==> src/rtl/laser_multi_transmitter.sv <==
// Multi-lane serial laser transmitter: per-lane start/data/parity/stop framing
// with a programmable bit period and an optional lockstep mode for all lanes.
module laser_multi_transmitter #(
  parameter int NUM_LANES  = 2,
  parameter int DATA_WIDTH = 8,
  parameter int DIV_WIDTH  = 8
) (
  input  logic                            clock,
  input  logic                            reset_n,
  input  logic                            en,
  input  logic [DIV_WIDTH-1:0]            divider,
  input  logic                            parity_en,
  input  logic                            lockstep,
  input  logic [NUM_LANES*DATA_WIDTH-1:0] data_in,
  input  logic [NUM_LANES-1:0]            data_valid,
  output logic [NUM_LANES-1:0]            data_ready,
  output logic [NUM_LANES-1:0]            laser_out,
  output logic [NUM_LANES-1:0]            laser_out_n,
  output logic [NUM_LANES-1:0]            busy,
  output logic [NUM_LANES-1:0]            done
);

  localparam int CNT_W = (DATA_WIDTH > 1) ? $clog2(DATA_WIDTH) : 1;
  localparam logic [CNT_W-1:0] LAST_BIT = CNT_W'(DATA_WIDTH - 1);

  typedef enum logic [2:0] {
    ST_IDLE,
    ST_START,
    ST_DATA,
    ST_PARITY,
    ST_STOP
  } lane_state_t;

  logic [NUM_LANES-1:0] lane_idle;
  logic                 group_ready;

  // Lockstep acceptance needs every lane idle and every payload present so
  // that all lanes start on the same edge and stay bit-aligned.
  assign group_ready = en && (&lane_idle) && (&data_valid);
  assign data_ready  = lockstep ? {NUM_LANES{group_ready}}
                                : ({NUM_LANES{en}} & lane_idle);
  assign laser_out_n = ~laser_out;

  for (genvar g = 0; g < NUM_LANES; g++) begin : g_lane
    lane_state_t           state;
    logic [DIV_WIDTH-1:0]  div_q;
    logic [DIV_WIDTH-1:0]  div_cnt;
    logic [CNT_W-1:0]      bit_cnt;
    logic [DATA_WIDTH-1:0] shreg;
    logic                  par_en_q;
    logic                  par_bit;
    logic                  line_q;
    logic                  done_q;
    logic                  accept;
    logic                  bit_end;

    assign accept       = data_valid[g] && data_ready[g];
    assign bit_end      = (div_cnt == div_q);
    assign lane_idle[g] = (state == ST_IDLE);
    assign busy[g]      = (state != ST_IDLE);
    assign laser_out[g] = line_q;
    assign done[g]      = done_q;

    // The line value is registered together with the state, so each branch
    // loads the level belonging to the state being entered.
    always_ff @(posedge clock or negedge reset_n) begin
      if (!reset_n) begin
        state    <= ST_IDLE;
        div_q    <= '0;
        div_cnt  <= '0;
        bit_cnt  <= '0;
        shreg    <= '0;
        par_en_q <= 1'b0;
        par_bit  <= 1'b0;
        line_q   <= 1'b1;
        done_q   <= 1'b0;
      end else begin
        done_q <= 1'b0;
        if (state != ST_IDLE && !en) begin
          state   <= ST_IDLE;
          line_q  <= 1'b1;
          div_cnt <= '0;
          bit_cnt <= '0;
        end else begin
          case (state)
            ST_IDLE: begin
              if (accept) begin
                shreg    <= data_in[g*DATA_WIDTH +: DATA_WIDTH];
                par_bit  <= ^data_in[g*DATA_WIDTH +: DATA_WIDTH];
                par_en_q <= parity_en;
                div_q    <= divider;
                div_cnt  <= '0;
                bit_cnt  <= '0;
                line_q   <= 1'b0;
                state    <= ST_START;
              end
            end
            ST_START: begin
              if (bit_end) begin
                div_cnt <= '0;
                line_q  <= shreg[0];
                shreg   <= shreg >> 1;
                state   <= ST_DATA;
              end else begin
                div_cnt <= div_cnt + DIV_WIDTH'(1);
              end
            end
            ST_DATA: begin
              if (bit_end) begin
                div_cnt <= '0;
                if (bit_cnt == LAST_BIT) begin
                  if (par_en_q) begin
                    line_q <= par_bit;
                    state  <= ST_PARITY;
                  end else begin
                    line_q <= 1'b1;
                    state  <= ST_STOP;
                  end
                end else begin
                  bit_cnt <= bit_cnt + CNT_W'(1);
                  line_q  <= shreg[0];
                  shreg   <= shreg >> 1;
                end
              end else begin
                div_cnt <= div_cnt + DIV_WIDTH'(1);
              end
            end
            ST_PARITY: begin
              if (bit_end) begin
                div_cnt <= '0;
                line_q  <= 1'b1;
                state   <= ST_STOP;
              end else begin
                div_cnt <= div_cnt + DIV_WIDTH'(1);
              end
            end
            ST_STOP: begin
              if (bit_end) begin
                div_cnt <= '0;
                done_q  <= 1'b1;
                state   <= ST_IDLE;
              end else begin
                div_cnt <= div_cnt + DIV_WIDTH'(1);
              end
            end
            default: begin
              line_q <= 1'b1;
              state  <= ST_IDLE;
            end
          endcase
        end
      end
    end
  end

endmodule

==> config.mk <==
export PLATFORM = sky130hd
export DESIGN_NAME = laser_multi_transmitter
export DESIGN_NICKNAME = d
export VERILOG_FILES = /design/src/rtl/laser_multi_transmitter.sv
export SDC_FILE = /design/constraint.sdc
export NUM_CORES = 1
export LEC_CHECK = 0
export ABC_AREA = 1
export CAP_MARGIN = 10
export CORE_AREA = 8 8 116 118
export CTS_BUF_LIST = sky130_fd_sc_hd__clkbuf_2
export CTS_CLUSTER_DIAMETER = 50
export DETAILED_ROUTE_END_ITERATION = 7
export DIE_AREA = 0 0 124 126
export PLACE_DENSITY = 0.67
export SLEW_MARGIN = 40
export SYNTH_ARGS = -nofsm -noshare
export SYNTH_HDL_FRONTEND = slang
export SYNTH_SLANG_ARGS = --single-unit
==> constraint.sdc <==
create_clock -name clock -period 1.6 [get_ports clock]
set_input_delay 0.32 -clock clock [delete_from_list [all_inputs] [get_ports clock]]
set_output_delay 0.32 -clock clock [all_outputs]
set_load 0.02 [all_outputs]
Yosys cells after proc, flatten, opt, wreduce, memory -nomap -nowiden
Cells that the tools add are included.

Mux-type cells: 69. Div/mod/pow operators: 0. Reductions and logical operators: 35. Equal/unequal tests: 36. Magnitude comparators: 0. Multipliers: 0. Add/sub/neg operators: 4. Shift-type cells: 0. Bitwise gates (word level): 4.

Operators with widths (number): 2-to-1 mux 8 bit (14); 2-to-1 mux 3 bit (24); case mux 8 bit (3 select lines) (2); != test 3 bit (second input constant) (12); case mux 8 bit (2 select lines) (2); case mux 3 bit (5 select lines) (2); AND reduction 6 bit (4); nonzero test 3 bit (8); 2-to-1 mux 1 bit (20); adder 8 x 1 -> 8 bit (second input constant) (2); equality test 8 bit (2); != test 2 bit (second input constant) (8); XOR reduction 8 bit (2); equality test 3 x 2 -> 1 bit (second input constant) (4); equality test 3 bit (second input constant) (4); case mux 3 bit (2 select lines) (2); case mux 1 bit (5 select lines) (2); AND reduction 5 bit (2); AND reduction 2 bit (4); AND reduction 4 bit (2); OR reduction 4 bit (2); adder 3 x 1 -> 3 bit (second input constant) (2); equality test 3 x 1 -> 1 bit (second input constant) (2); logical AND 1 bit (6); 9 further kinds (14).

Register bits: 68. Logic and storage cells: 166. Output and inout bits: 10. Input bits: 31. Memories kept: 0. Memory bits (writable): 0. Memory bits (read-only): 0. Bits in latches: 0.

Logic depth before layout (Yosys ltp)
Word-level depth: 9. Mapped depth: 12. Gate-level depth less buffers: 12.

Worst setup path after synthesis
Ideal clock, no wire load.

Path type: register to output. Start: reg g_lane[1].state[2]. End: out data_ready[1]. Data required time: 1280 ps. Path slack: -104 ps. Cell stages (with the launch flop): 5. Data arrival time: 1384 ps. Path through: dfrtp_1 nor2_2 nand2_2 nor2_1 a21boi_0.

Cells in the longest elaborated chain, start to end: 5. Elaborated cells between the ends (all ways): 6. Classes of those cells: mux: 1; bitwise: 1; reduce/logical: 4.

Ends and longest elaborated chain: start, declared (line 45) `lane_state_t state;`; start signal, assigned (line 68) `state <= ST_IDLE;`; start signal, assigned (line 80) `state <= ST_IDLE;`; start signal, assigned (line 95) `state <= ST_START;`; zero test 3 bit * (line 59) `assign lane_idle[g] = (state == ST_IDLE);`; AND reduction 2 bit (line 39) `assign group_ready = en && (&lane_idle) && (&data_valid);`; logical AND 1 bit (2 in series) (line 39); 2-to-1 mux 2 bit * (line 40) `assign data_ready = lockstep ? {NUM_LANES{group_ready}}`; end, declared (line 16) `output logic [NUM_LANES-1:0] data_ready,`.

Mark *: on every way between the ends. The rest lies on a longest branch, timed or not.

Worst setup path in the final report
Start: reg g_lane[1].state[2]. End: out data_ready[0].

Cells in the longest elaborated chain, start to end: 5.

Ends and longest elaborated chain (line): zero test 3 bit (59); AND reduction 2 bit (39); logical AND 1 bit (2 in series) (39); 2-to-1 mux 2 bit (40).

No other way between the ends.

==> metrics.txt <==
status=finished with violations; failing checks=setup timing; setup TNS=-4.660 ns; Die Ht=126 µm; RR Endpoint=g_lane[1].shreg[4]; Worst Tran Pin Value=0.5582 ns; Clock Pin Slew Worst Setup and Hold Paths=0.23 ns; CP peak stage delay=0.47 ns; routing usage on met2=22.51%; RSZ-0062 raised after global routing=yes; clk_lat worst skew=0.52 ns; Die Span X=124 µm; Die Area=15,620 µm²; share of flip-flops with an asynchronous set or reset=100.0%; Crit-path slowest cell=dfrtp_1; Synth top area share=41.65%; global-route wire length before repair=17,240 µm; Filler Cells Inserted=1,075; clk root buf=clkbuf_2; pre-CTS setup slack=-0.5935 ns; ys flop type=dfrtp_1; TritonCTS buffer count=9; commonest non-fill, non-tap cell in the layout=nand2_1; Detailed Route Iter0 Violations=174; WP buf/inv=1; R2R setup slack=-0.24 ns; synthesized area=3965 µm²; CTS tree=done; largest net degree at the start of global routing=69; final count of hold timing violations=0; GRT Util Overall=13.51%; largest delay contributor family on the critical path=flip-flops; GRT busiest layer=met2; worst-path cell chain=nor2_4, nand2_4, o21ai_2, and2_4, buf_6; Ports=41; Layout Area Growth over Synthesis=50.17%; initial core utilization=33.86%; leading area contributor after synthesis=dfrtp_1; average cell area after synthesis=8.226 µm²; MaxCap Viol Count=0; syn_nets=519; # nets final=659; initial antenna violation count=1; drc violations=0; DR WL/cell=13.33 µm; Critical R2R Launch=g_lane[1].state[2]; Power, Total=11.70 mW; Leakage=2.837 nW; reg2reg path depth=12; vias in the first global route=3,823; IO Port Bufs=40; Synth Instances=482; clock sink count=68; CP max FO=3; Critical Setup Path Class=flip-flop to output pin; Achievable Freq=512.4 MHz; Pwr Density=1964 nW/µm²; Worst Setup Start Kind=flip-flop; Setup violations, final=33; element type at the critical path end=output pin; Syn. warnings=0; grt ovf=0; met3 Use GR=2.770%; Final Wtd Congestion=0.9275; overall routed net length=10,330 µm; first-pass detailed-route iteration total=4; Slew Limit Fails=0; Final period util=122.0%; Slew Limit Headroom=61.82%; WP data arrival=1.63 ns; commonest non-fill, non-tap cells in the layout=96 x nand2_1, 82 x buf_4, 66 x dfrtp_1; crit path time final=1.952 ns; Hold Crit Class=primary input to asynchronous set/reset pin; Post-synth EDFFs=0; layout cells sized above 1=40.51%; routed vias/inst=4.773; Max Root-Sink Buffers=2; register area share after synthesis=42.98%; fin worst setup slack=-0.3518 ns; via count=3,699; Synth Register Bits=68; grt met1 use=16.63%; Area contributors post-synth=dfrtp_1 42%, nand2_1 12%, o21ai_0 4.9%; required time worst endpoint=1.28 ns; antenna viol nets, final=0; Core ar.=11,710 µm²; Setup Skew=0.02325 ns; maximum vdd drop=0.9244 mV; row cnt=40; Yosys cell types=37; H-Tree Depth=3; Final HPWL DP=7083 µm
==> cell families after synthesis <==
group           synth area share [%]
simple gates                   24.61
mux                            3.534
xor+xnor                       7.731
flops                          42.98
compound gates                 12.53
buf+inv                        6.721
fa+ha+maj                      1.893
==> sequential cells by signal, indices dropped and copies added, names as in the netlist <==
| name | cells |
|---|---|
| g_lane.par_en_q | 2 |
| g_lane.par_bit | 2 |
| g_lane.done_q | 2 |
| g_lane.state | 6 |
| g_lane.line_q | 2 |
| g_lane.div_q | 16 |
| g_lane.bit_cnt | 6 |
| g_lane.shreg | 16 |
| g_lane.div_cnt | 16 |
==> how the worst max path moves through the flow <==
stage,startpoint,endpoint,slack [ns],cells after the start
floorplan,g_lane[1].state[0],g_lane[0].shreg[3],-0.009,11
global placement,en,data_ready[1],-0.60,5
detailed placement,en,data_ready[1],-0.59,5
CTS,g_lane[1].state[2],data_ready[0],-0.42,5
global route,g_lane[1].state[0],data_ready[0],-0.46,5
finish,g_lane[1].state[2],data_ready[0],-0.35,5
==> through the flow <==
stage / hold slack (ns) / util (%) / std cells / cell area, µm²
6_report: 0.3203 / 50.84 / 775 / 5954
3_3_place_gp: 0.3659 / 43.75 / 738 / 5124
4_1_cts: 0.2830 / 48.41 / 769 / 5669
5_1_grt: 0.2860 / 50.84 / 775 / 5954
2_1_floorplan: 0.02441 / - / 482 / 3978
3_5_place_dp: 0.3723 / 43.75 / 738 / 5124
==> Yosys cell counts, types with 2 or more instances <==
cell	n
nand2_1	124
dfrtp_1	66
inv_1	41
o21ai_0	39
nand3_1	26
nor2_1	22
xnor2_1	22
o21ai_2	18
mux2i_1	14
nand2_2	13
xor2_1	13
inv_2	11
o21ai_1	11
a21oi_1	8
nor2_2	8
ha_1	6
nand4_1	6
clkbuf_1	5
buf_4	4
nand3_2	3
nor3_1	3
a21oi_2	2
buf_6	2
dfstp_2	2
==> tightest hold or removal path: cells and delay by family <==
kind	cells	cell delay (ns)
buffers and inverters	3	0.96
==> repair_timing <==
item | in CTS | in global routing
endpoints found under the setup margin | 56 | 69
pin swaps | 20 | 27
gates cloned | 2 | 0
resized for setup | 138 | 64
hold endpoints to repair | 66 | 0
buffers inserted | 13 | 9
hold buffers | 1 | 0
==> where the power goes <==
| group | switching [mW] | leakage (nW) | internal, mW | total (mW) |
|---|---|---|---|---|
| logic | 4.03 | 1.88 | 3.70 | 7.73 |
| registers | 0.497 | 0.880 | 2.36 | 2.86 |
| clock network | 0.721 | 0.0775 | 0.387 | 1.11 |
==> layer usage <==
| layer | vias to the layer above | share of wire [%] |
|---|---|---|
| li1 | 1848 | - |
| met1 | 1766 | 44 |
| met2 | 72 | 51 |
| met3 | 13 | 3.2 |
| met4 | 0 | 1.8 |
| met5 | - | 0 |
==> layout make-up <==
class	count	area (µm²)	area share, %
Multi-Input combinational cell	352	2456	41.25
Sequential cell	68	1704	28.62
Clock buffer	9	45.04	0.7565
Clock inverter	7	82.58	1.387
Inverter	52	217.7	3.656
Timing Repair Buffer	139	1262	21.20
Antenna cell	1	2.502	0.04203
Tap cell	147	183.9	3.089
Note: power is estimated with default switching activity, not from simulation.
